[src/rtl/qr_grid_sampler.sv]
// Module-grid sampler: walks every module of a QR symbol from the top-left finder centre,
// reads 1 or 3 taps per module from the binary frame BRAM and majority-votes them into one bit.
module qr_grid_sampler #(
   parameter int WIDTH        = 640,
   parameter int HEIGHT       = 480,
   parameter int VERSION      = 1,
   parameter int TAPS         = 1,
   parameter int READ_LATENCY = 1,
   localparam int QR_SIZE     = 17 + 4*VERSION
) (
   input  logic                           clk_in,
   input  logic                           rst_in,
   input  logic                           start_sample,
   input  logic [9:0]                     origin_x,
   input  logic [9:0]                     origin_y,
   input  logic [11:0]                    mod_size_q4,
   input  logic                           pixel_data,
   output logic [19:0]                    pixel_address,
   output logic [QR_SIZE*QR_SIZE-1:0]     qr_grid,
   output logic                           busy,
   output logic                           grid_valid,
   output logic                           bounds_error
);

   localparam int GRID_BITS = QR_SIZE*QR_SIZE;
   localparam int RC_W      = $clog2(QR_SIZE);
   localparam int IDX_W     = $clog2(GRID_BITS);
   localparam logic signed [17:0] WIDTH_S  = 18'(WIDTH);
   localparam logic signed [17:0] HEIGHT_S = 18'(HEIGHT);

   typedef enum logic [2:0] {IDLE, SETUP, ADDR, WAIT, VOTE, DONE} state_t;

   state_t state, state_next;

   logic [11:0]        mod_q4;
   logic signed [15:0] row_acc, col_acc, col_base;
   logic [RC_W-1:0]    r, c;
   logic [1:0]         tap_idx, wait_cnt, vote_cnt;

   logic [15:0]        mod3;
   logic signed [15:0] row_init, col_init;
   logic signed [17:0] quarter, tap_off;
   logic signed [17:0] tap_x_q4, tap_y_q4, tap_x_px, tap_y_px;
   logic               in_bounds;
   logic [19:0]        addr_next;
   logic [IDX_W-1:0]   bit_idx;
   logic               last_wait, last_tap, last_col, last_row, vote_bit;

   // Module (3,3) is the finder centre, so the walk starts three pitches up and left of it.
   assign mod3     = {4'b0000, mod_size_q4} + {3'b000, mod_size_q4, 1'b0};
   assign row_init = $signed({2'b00, origin_y, 4'b0000}) - $signed(mod3);
   assign col_init = $signed({2'b00, origin_x, 4'b0000}) - $signed(mod3);

   assign quarter = $signed({8'b0000_0000, mod_q4[11:2]});

   always_comb begin
      tap_off = '0;
      if (TAPS == 3) begin
         case (tap_idx)
            2'd0:    tap_off = -quarter;
            2'd2:    tap_off = quarter;
            default: tap_off = '0;
         endcase
      end
   end

   // Round half up in Q4, arithmetic shift keeps negative coordinates negative for the bounds test.
   assign tap_x_q4  = 18'(col_acc) + tap_off + 18'sd8;
   assign tap_y_q4  = 18'(row_acc) + 18'sd8;
   assign tap_x_px  = tap_x_q4 >>> 4;
   assign tap_y_px  = tap_y_q4 >>> 4;
   assign in_bounds = (tap_x_px >= 18'sd0) && (tap_x_px < WIDTH_S) &&
                      (tap_y_px >= 18'sd0) && (tap_y_px < HEIGHT_S);
   assign addr_next = 20'(tap_y_px) * 20'(WIDTH) + 20'(tap_x_px);

   assign bit_idx   = IDX_W'(r) * IDX_W'(QR_SIZE) + IDX_W'(c);
   assign last_wait = (wait_cnt == 2'(READ_LATENCY-1));
   assign last_tap  = (tap_idx == 2'(TAPS-1));
   assign last_col  = (c == RC_W'(QR_SIZE-1));
   assign last_row  = (r == RC_W'(QR_SIZE-1));
   assign vote_bit  = (TAPS == 3) ? (vote_cnt >= 2'd2) : vote_cnt[0];

   always_ff @(posedge clk_in) begin
      if (rst_in) state <= IDLE;
      else        state <= state_next;
   end

   always_comb begin
      state_next = state;
      case (state)
         IDLE:    if (start_sample) state_next = SETUP;
         SETUP:   state_next = ADDR;
         ADDR:    state_next = in_bounds ? WAIT : DONE;
         WAIT:    if (last_wait) state_next = last_tap ? VOTE : ADDR;
         VOTE:    state_next = (last_row && last_col) ? DONE : ADDR;
         DONE:    state_next = IDLE;
         default: state_next = IDLE;
      endcase
   end

   always_comb begin
      busy       = (state == SETUP) || (state == ADDR) || (state == WAIT) || (state == VOTE);
      grid_valid = (state == DONE);
   end

   always_ff @(posedge clk_in) begin
      if (rst_in) begin
         pixel_address <= '0;
         qr_grid       <= '0;
         bounds_error  <= 1'b0;
         mod_q4        <= '0;
         row_acc       <= '0;
         col_acc       <= '0;
         col_base      <= '0;
         r             <= '0;
         c             <= '0;
         tap_idx       <= '0;
         wait_cnt      <= '0;
         vote_cnt      <= '0;
      end else begin
         case (state)
            IDLE: begin
               if (start_sample) bounds_error <= 1'b0;
            end
            SETUP: begin
               mod_q4   <= mod_size_q4;
               row_acc  <= row_init;
               col_acc  <= col_init;
               col_base <= col_init;
               r        <= '0;
               c        <= '0;
               tap_idx  <= '0;
               wait_cnt <= '0;
               vote_cnt <= '0;
               qr_grid  <= '0;
            end
            ADDR: begin
               wait_cnt <= '0;
               if (in_bounds) pixel_address <= addr_next;
               else           bounds_error  <= 1'b1;
            end
            WAIT: begin
               if (last_wait) begin
                  vote_cnt <= vote_cnt + {1'b0, pixel_data};
                  wait_cnt <= '0;
                  tap_idx  <= last_tap ? 2'd0 : tap_idx + 2'd1;
               end else begin
                  wait_cnt <= wait_cnt + 2'd1;
               end
            end
            VOTE: begin
               qr_grid[bit_idx] <= vote_bit;
               vote_cnt         <= '0;
               if (last_col) begin
                  c       <= '0;
                  col_acc <= col_base;
                  r       <= r + RC_W'(1);
                  row_acc <= row_acc + $signed({4'b0000, mod_q4});
               end else begin
                  c       <= c + RC_W'(1);
                  col_acc <= col_acc + $signed({4'b0000, mod_q4});
               end
            end
            default: ;
         endcase
      end
   end

endmodule

[config.mk]
export PLATFORM = sky130hd
export DESIGN_NAME = qr_grid_sampler
export DESIGN_NICKNAME = d
export VERILOG_FILES = /design/src/rtl/qr_grid_sampler.sv
export SDC_FILE = /design/constraint.sdc
export NUM_CORES = 1
export LEC_CHECK = 0
export BUFFER_PORTS_ARGS = -buffer_cell sky130_fd_sc_hd__buf_2
export CAP_MARGIN = 20
export CORE_MARGIN = 2
export CORE_UTILIZATION = 45
export DETAILED_ROUTE_END_ITERATION = 10
export PLACE_DENSITY = 0.72
export SLEW_MARGIN = 20
export SYNTH_ARGS = -nofsm -noshare
export SYNTH_HDL_FRONTEND = slang
export SYNTH_SLANG_ARGS = --single-unit
[constraint.sdc]
create_clock -name clk_in -period 8.5 [get_ports clk_in]
set_input_delay 0.425 -clock clk_in [delete_from_list [all_inputs] [get_ports clk_in]]
set_output_delay 0.425 -clock clk_in [all_outputs]
set_load 0.02 [all_outputs]
# Word-level counts from Yosys, hierarchy flattened
# Cells that the tools add are included.
# word_totals
output_inout_bits,464
regBits,541
# op_classes
n_lt_le_gt_ge,6
reduce_logical,24
n_mux,28
n_mul,2
addsub,14
n_eq_ne,11
# op_table
cell,count
$pmux 441 s2,1
$bwmux 441,1
$pmux 16 s2,2
$add 16x5->17 const B,2
$add 16x13->16,2
$mux 16,2
$sub 14x14->15,2
$ge 13x1->1 const B,2
$add 20x13->20,1
$pmux 5 s2,2
$mux 3,5
$pmux 3 s5,1
$add 12x13->14,1
$lt 13x10->1 const B,1
$lt 13x11->1 const B,1
$mul 13x4->13 const B,1
$pmux 2 s2,3
$add 5x1->5 const B,2
$eq 5x5->1 const B,2
$lt 9x10->1 const B,1
$mux 5,2
$reduce_and 2->1,5
$reduce_bool 2->1,5
$add 9x5->9,1
18 further kinds,37

# Longest topological paths before layout
# logic_depth
ltp_word,8
depth_mapped,21
mapped_depth_nobuf,21

# Worst setup path before layout
# No wires, ideal clock.
# synth_timing
path_kind,register to register
start,register row_acc[5]
end,register pixel_address[19]
setup_ns,0.122
arrival_ns,4.091
period_less_slack_ns,4.213
required_time_ns,8.378
stages_incl_launch_ff,18
n_path_buf,0
slack_ns,4.287
cell_sequence,dfxtp_1 nand4_2 or2_2 nand2_1 xnor2_1 inv_1 ha_1 a21o_1 a311o_1 a21oi_1 xnor2_1 ha_1 a21o_1 or4_1 a21oi_1 o21ai_0 nor4b_1 a311o_1
# synth_between
elab_chain_len,5
word_cells_on_any_way,8
classes_between,2 x add/sub; 1 x mul; 2 x order compare; 3 x reduce/logical
# synth_lines
element,line_no,text
"start, declared",36,"logic signed [15:0] row_acc, col_acc, col_base;"
"start signal, assigned",127,row_acc <= row_init;
"start signal, assigned",158,"row_acc <= row_acc + $signed({4'b0000, mod_q4});"
$add 16x5->17 *,69,assign tap_y_q4 = 18'(row_acc) + 18'sd8;
"parallel branches: the longest is 4 deep, another holds $add 20x13->20",--,
"end signal, assigned",139,if (in_bounds) pixel_address <= addr_next;
"end, declared",18,"output logic [19:0] pixel_address,"
# Every way passes the cells marked *.
# A chain may end at the register's enable or synchronous reset.

# Final worst setup path
# layout_timing
start,register r[3]
end,register qr_grid[150]
# layout_between
elab_chain_len,8
word_cells_on_any_way,9
classes_between,1 x add/sub; 1 x mul; 2 x order compare; 4 x mux; 1 x reduce/logical
# layout_lines
element,line_no,text
"start, declared",37,"logic [RC_W-1:0] r, c;"
"start signal, assigned",157,r <= r + RC_W'(1);
$mul 5x5->9 *,76,assign bit_idx = IDX_W'(r) * IDX_W'(QR_SIZE) + IDX_W'(c);
$add 9x5->9 *,76,
$lt 9x10->1 (implied by the code) or $ge 9x1->1 (tied branches),152,qr_grid[bit_idx] <= vote_bit;
$logic_and 1x1->1 (implied by the code),152,
$mux 1 (implied by the code),152,
$demux 1 s9 *,152,
$bwmux 441 *,152,
$pmux 441 s2 *,121,case (state)
"end signal, assigned by index",152,
"end, declared",19,"output logic [QR_SIZE*QR_SIZE-1:0] qr_grid,"
# Every way passes the cells marked *; elsewhere a longest branch is shown, timed or not.

==> flow_summary.json <==
{
  "cts_hold_buf": 0,
  "die_area_um2": 64400,
  "vias": 27300,
  "slew_violations": 0,
  "netlist_instances": 3275,
  "power_switching_mw": 1.68,
  "maxSlewHeadroom_pct": 20.0,
  "cellPowerDensity_nw_per_um2": 183,
  "boundaryPins": 500,
  "clock.fmax_mhz": 186,
  "row_count": 91,
  "finalNonFillerCells": 4428,
  "cts_inserted_buffers": 58,
  "global_route.overflow_total": 0,
  "final_common_cell": "sky130_fd_sc_hd__dfxtp_1",
  "final_util_pct": 52.9,
  "postSynthNetCount": 3436,
  "power.share.sequential_pct": 44.1,
  "slew_at_the_pin_with_the_worst_max_slew_slack_ns": 1.20,
  "wire_per_inst_um": 23.1,
  "finalWorstPathRequiredPeriod_ns": 5.39,
  "worstPathCellList": "ha_1 > ha_1 > inv_1 > fa_1 > fa_1 > xnor2_1 > nand2_2 > nor2_4 > buf_4 > nand3_1 > mux2i_1",
  "failing_checks": "design-rule violations",
  "drv_cap": 0,
  "areaGrowthSynthToFinish_pct": 16.4,
  "clk_transition_reported_paths_ns": 0.06,
  "synth_enable_flop_cells": 0,
  "seq_area_frac_synth_pct": 38.4,
  "postRouteAntennaNets": 0,
  "synth.cell_area_um2": 28100,
  "layout.cells.most_common_list": "537 x sky130_fd_sc_hd__dfxtp_1, 498 x sky130_fd_sc_hd__buf_2, 399 x sky130_fd_sc_hd__nand2_1",
  "critical_path.startpoint_type": "flip-flop",
  "htreeDepth": 2,
  "firstDrtPassIters": 9,
  "numPortBuffers": 499,
  "worst_path_max_delay_cell": "sky130_fd_sc_hd__nor2_4",
  "finalHoldViolCount": 0,
  "vias_per_cell": 6.17,
  "place.detailed.hpwl_mm": 64.8,
  "via_count_of_the_first_global_routing_pass": 24800,
  "power_leakage_nw": 14.3,
  "filler_cells_inserted": 5827,
  "totalWireLength_mm": 102,
  "die_h_um": 254,
  "global_route_wire_length_before_repair_mm": 152,
  "n_antenna_cell": 0,
  "critical_path_required_ns": 8.95,
  "post_synth.cell_area_avg_um2": 8.57,
  "synth_top_area_share_pct": 38.4,
  "totalPowerFinal_mw": 5.98,
  "endpoint_kind": "flip-flop",
  "ys_top_cells_by_area": "sky130_fd_sc_hd__dfxtp_1 38%, sky130_fd_sc_hd__mux2i_1 8.0%, sky130_fd_sc_hd__nand2_1 5.4%",
  "synth_largest_area_cell": "sky130_fd_sc_hd__dfxtp_1",
  "power.share.combinational_pct": 14.0,
  "worst_ep_arrival_time_ns": 5.84,
  "cts_resized": 0,
  "worstSkewPairLatency_ns": 0.61,
  "critical_path.max_stage_delay_ns": 0.91,
  "final.setup_skew_ns": 0.0211,
  "worstHoldPathType": "in2reg",
  "netSwitchingFraction_pct": 28.0,
  "place.detailed.instances": 4327,
  "clk_path_buf_depth": 3,
  "rsz0062_at_grt": "false",
  "critPathKind": "reg2reg",
  "finish.net_count": 3712,
  "detail_route.iter0.violations": 3416,
  "peakVddDrop_mv": 0.151,
  "share_clk_of_total_power_pct": 41.9,
  "finalCritPeriodShare_pct": 63.4,
  "yosys_register_bits": 538,
  "drive_gt1_share_pct": 19.6,
  "dieWidth_um": 254,
  "outcome": "complete, but fails checks",
  "grt_util_all_layers_pct": 30.2,
  "synth-async-reset-ratio_pct": 0,
  "yosys_warnings": 0,
  "antenna_found_initial": 0,
  "core-area_um2": 61700,
  "tritoncts": "built",
  "clock-sinks": 538,
  "remaining_drc_errors": 1,
  "setup_tns_ns": 0,
  "setup_viol_count_final": 0,
  "grt_start_max_net_pins": 221,
  "cts-root-buf": "sky130_fd_sc_hd__clkbuf_16",
  "synth_cell_type_count": 87,
  "postCtsSetupRepairBufs": 0,
  "dominantRegCellSynth": "sky130_fd_sc_hd__dfxtp_1",
  "cell_internal_pwr_mw": 4.31,
  "hold_ws_ns": 0.113,
  "initial_core_util_pct": 45.5,
  "timing.critical_path.fanout_max": 49,
  "place.gp.congestion": 0.960
}
## per-layer routing
metal	GRT usage (%)	wire, um
met5	0	0
met4	12.6	4340
met3	6.99	9870
met2	45.7	45300
met1	41.2	42900
## state kept, by name (all words and copies together) (netlist names)
| register | cells |
|---|---|
| qr_grid | 441 |
| tap_idx | 2 |
| c | 5 |
| col_base | 14 |
| row_acc | 16 |
| mod_q4 | 12 |
| vote_cnt | 1 |
| pixel_address | 20 |
| state | 3 |
| bounds_error | 1 |
| col_acc | 16 |
| r | 5 |
| wait_cnt | 2 |
## logic make-up after synthesis
logic type               synth area share [%]
AND/OR/NAND/NOR                          18.8
AO/OA/AOI/OAI                            20.0
XOR/XNOR                                 3.12
adder cells (fa/ha/maj)                  5.82
buffers and inverters                    5.86
flip-flops                               38.4
multiplexers                             7.99
## synth_stat cells, types with 7 or more instances
master	instances
sky130_fd_sc_hd__a31oi_1	14
sky130_fd_sc_hd__a21o_1	25
sky130_fd_sc_hd__inv_1	60
sky130_fd_sc_hd__o31ai_1	52
sky130_fd_sc_hd__nand3_1	165
sky130_fd_sc_hd__o21bai_1	7
sky130_fd_sc_hd__xnor2_1	61
sky130_fd_sc_hd__o311ai_1	33
sky130_fd_sc_hd__a211oi_1	19
sky130_fd_sc_hd__nand2_1	402
sky130_fd_sc_hd__and3_1	17
sky130_fd_sc_hd__a311oi_1	7
sky130_fd_sc_hd__fa_1	9
sky130_fd_sc_hd__o21a_1	16
sky130_fd_sc_hd__nand4_1	211
sky130_fd_sc_hd__ha_1	116
sky130_fd_sc_hd__mux2i_1	224
sky130_fd_sc_hd__o21ai_0	61
sky130_fd_sc_hd__buf_6	7
sky130_fd_sc_hd__nor2_1	142
sky130_fd_sc_hd__nor2b_1	18
sky130_fd_sc_hd__o211ai_1	63
sky130_fd_sc_hd__nand2b_1	13
sky130_fd_sc_hd__dfxtp_1	538
sky130_fd_sc_hd__nor3_1	28
sky130_fd_sc_hd__xor2_1	39
sky130_fd_sc_hd__or3_1	15
sky130_fd_sc_hd__clkbuf_1	268
sky130_fd_sc_hd__o311ai_0	161
sky130_fd_sc_hd__and2_1	11
sky130_fd_sc_hd__buf_2	56
sky130_fd_sc_hd__a21oi_1	287
## power by group through the flow
stage	sequential [mW]	clock [mW]	combinational (mW)
6_report	2.64	2.51	0.838
5_1_grt	2.64	2.62	0.927
4_1_cts	2.64	2.53	0.825
3_5_place_dp	2.69	0	0.819
3_3_place_gp	2.69	0	0.816
2_1_floorplan	2.65	0	0.647
## final cells by class
type	count	area (um^2)	area share (%)
flip-flops and latches	538	10800	33.0
clock inverters	18	199	0.609
repair buffers	556	2990	9.14
inverters	60	225	0.689
well taps	837	1050	3.21
clock buffers	82	1650	5.06
multi-input cells	2337	15800	48.3
## worst paths after layout
kind / depth (start not counted) / slack, ns / from / end
worst max-delay path: 11 / 3.11 / r[3]$_SDFFE_PP0P_ / qr_grid[150]$_SDFFE_PP0P_
worst min-delay path: 3 / 0.11 / mod_size_q4[7] / mod_q4[7]$_SDFFE_PP0P_
worst max register to register: 11 / 3.11 / r[3]$_SDFFE_PP0P_ / qr_grid[150]$_SDFFE_PP0P_
worst min register to register: 2 / 0.45 / col_base[8]$_SDFFE_PP0P_ / col_base[8]$_SDFFE_PP0P_
## critical path, delay by kind of cell (launching register included)
family,cells,cell delay [ns]
xor gates and xnor gates,1,0.67
adders and majority gates,4,1.59
buffers and inverters,2,0.44
DFF,1,0.43
muxes,1,0.18
and+or+nand+nor,3,1.87
## metrics by stage
stage	setup WS, ns	cell area (um^2)
after floorplan	4.29	28100
after global placement	2.94	30800
after detailed placement	2.84	30800
after CTS	2.86	32600
after global routing	2.81	32700
final	3.11	32700
(Power assumes the default switching activity.)
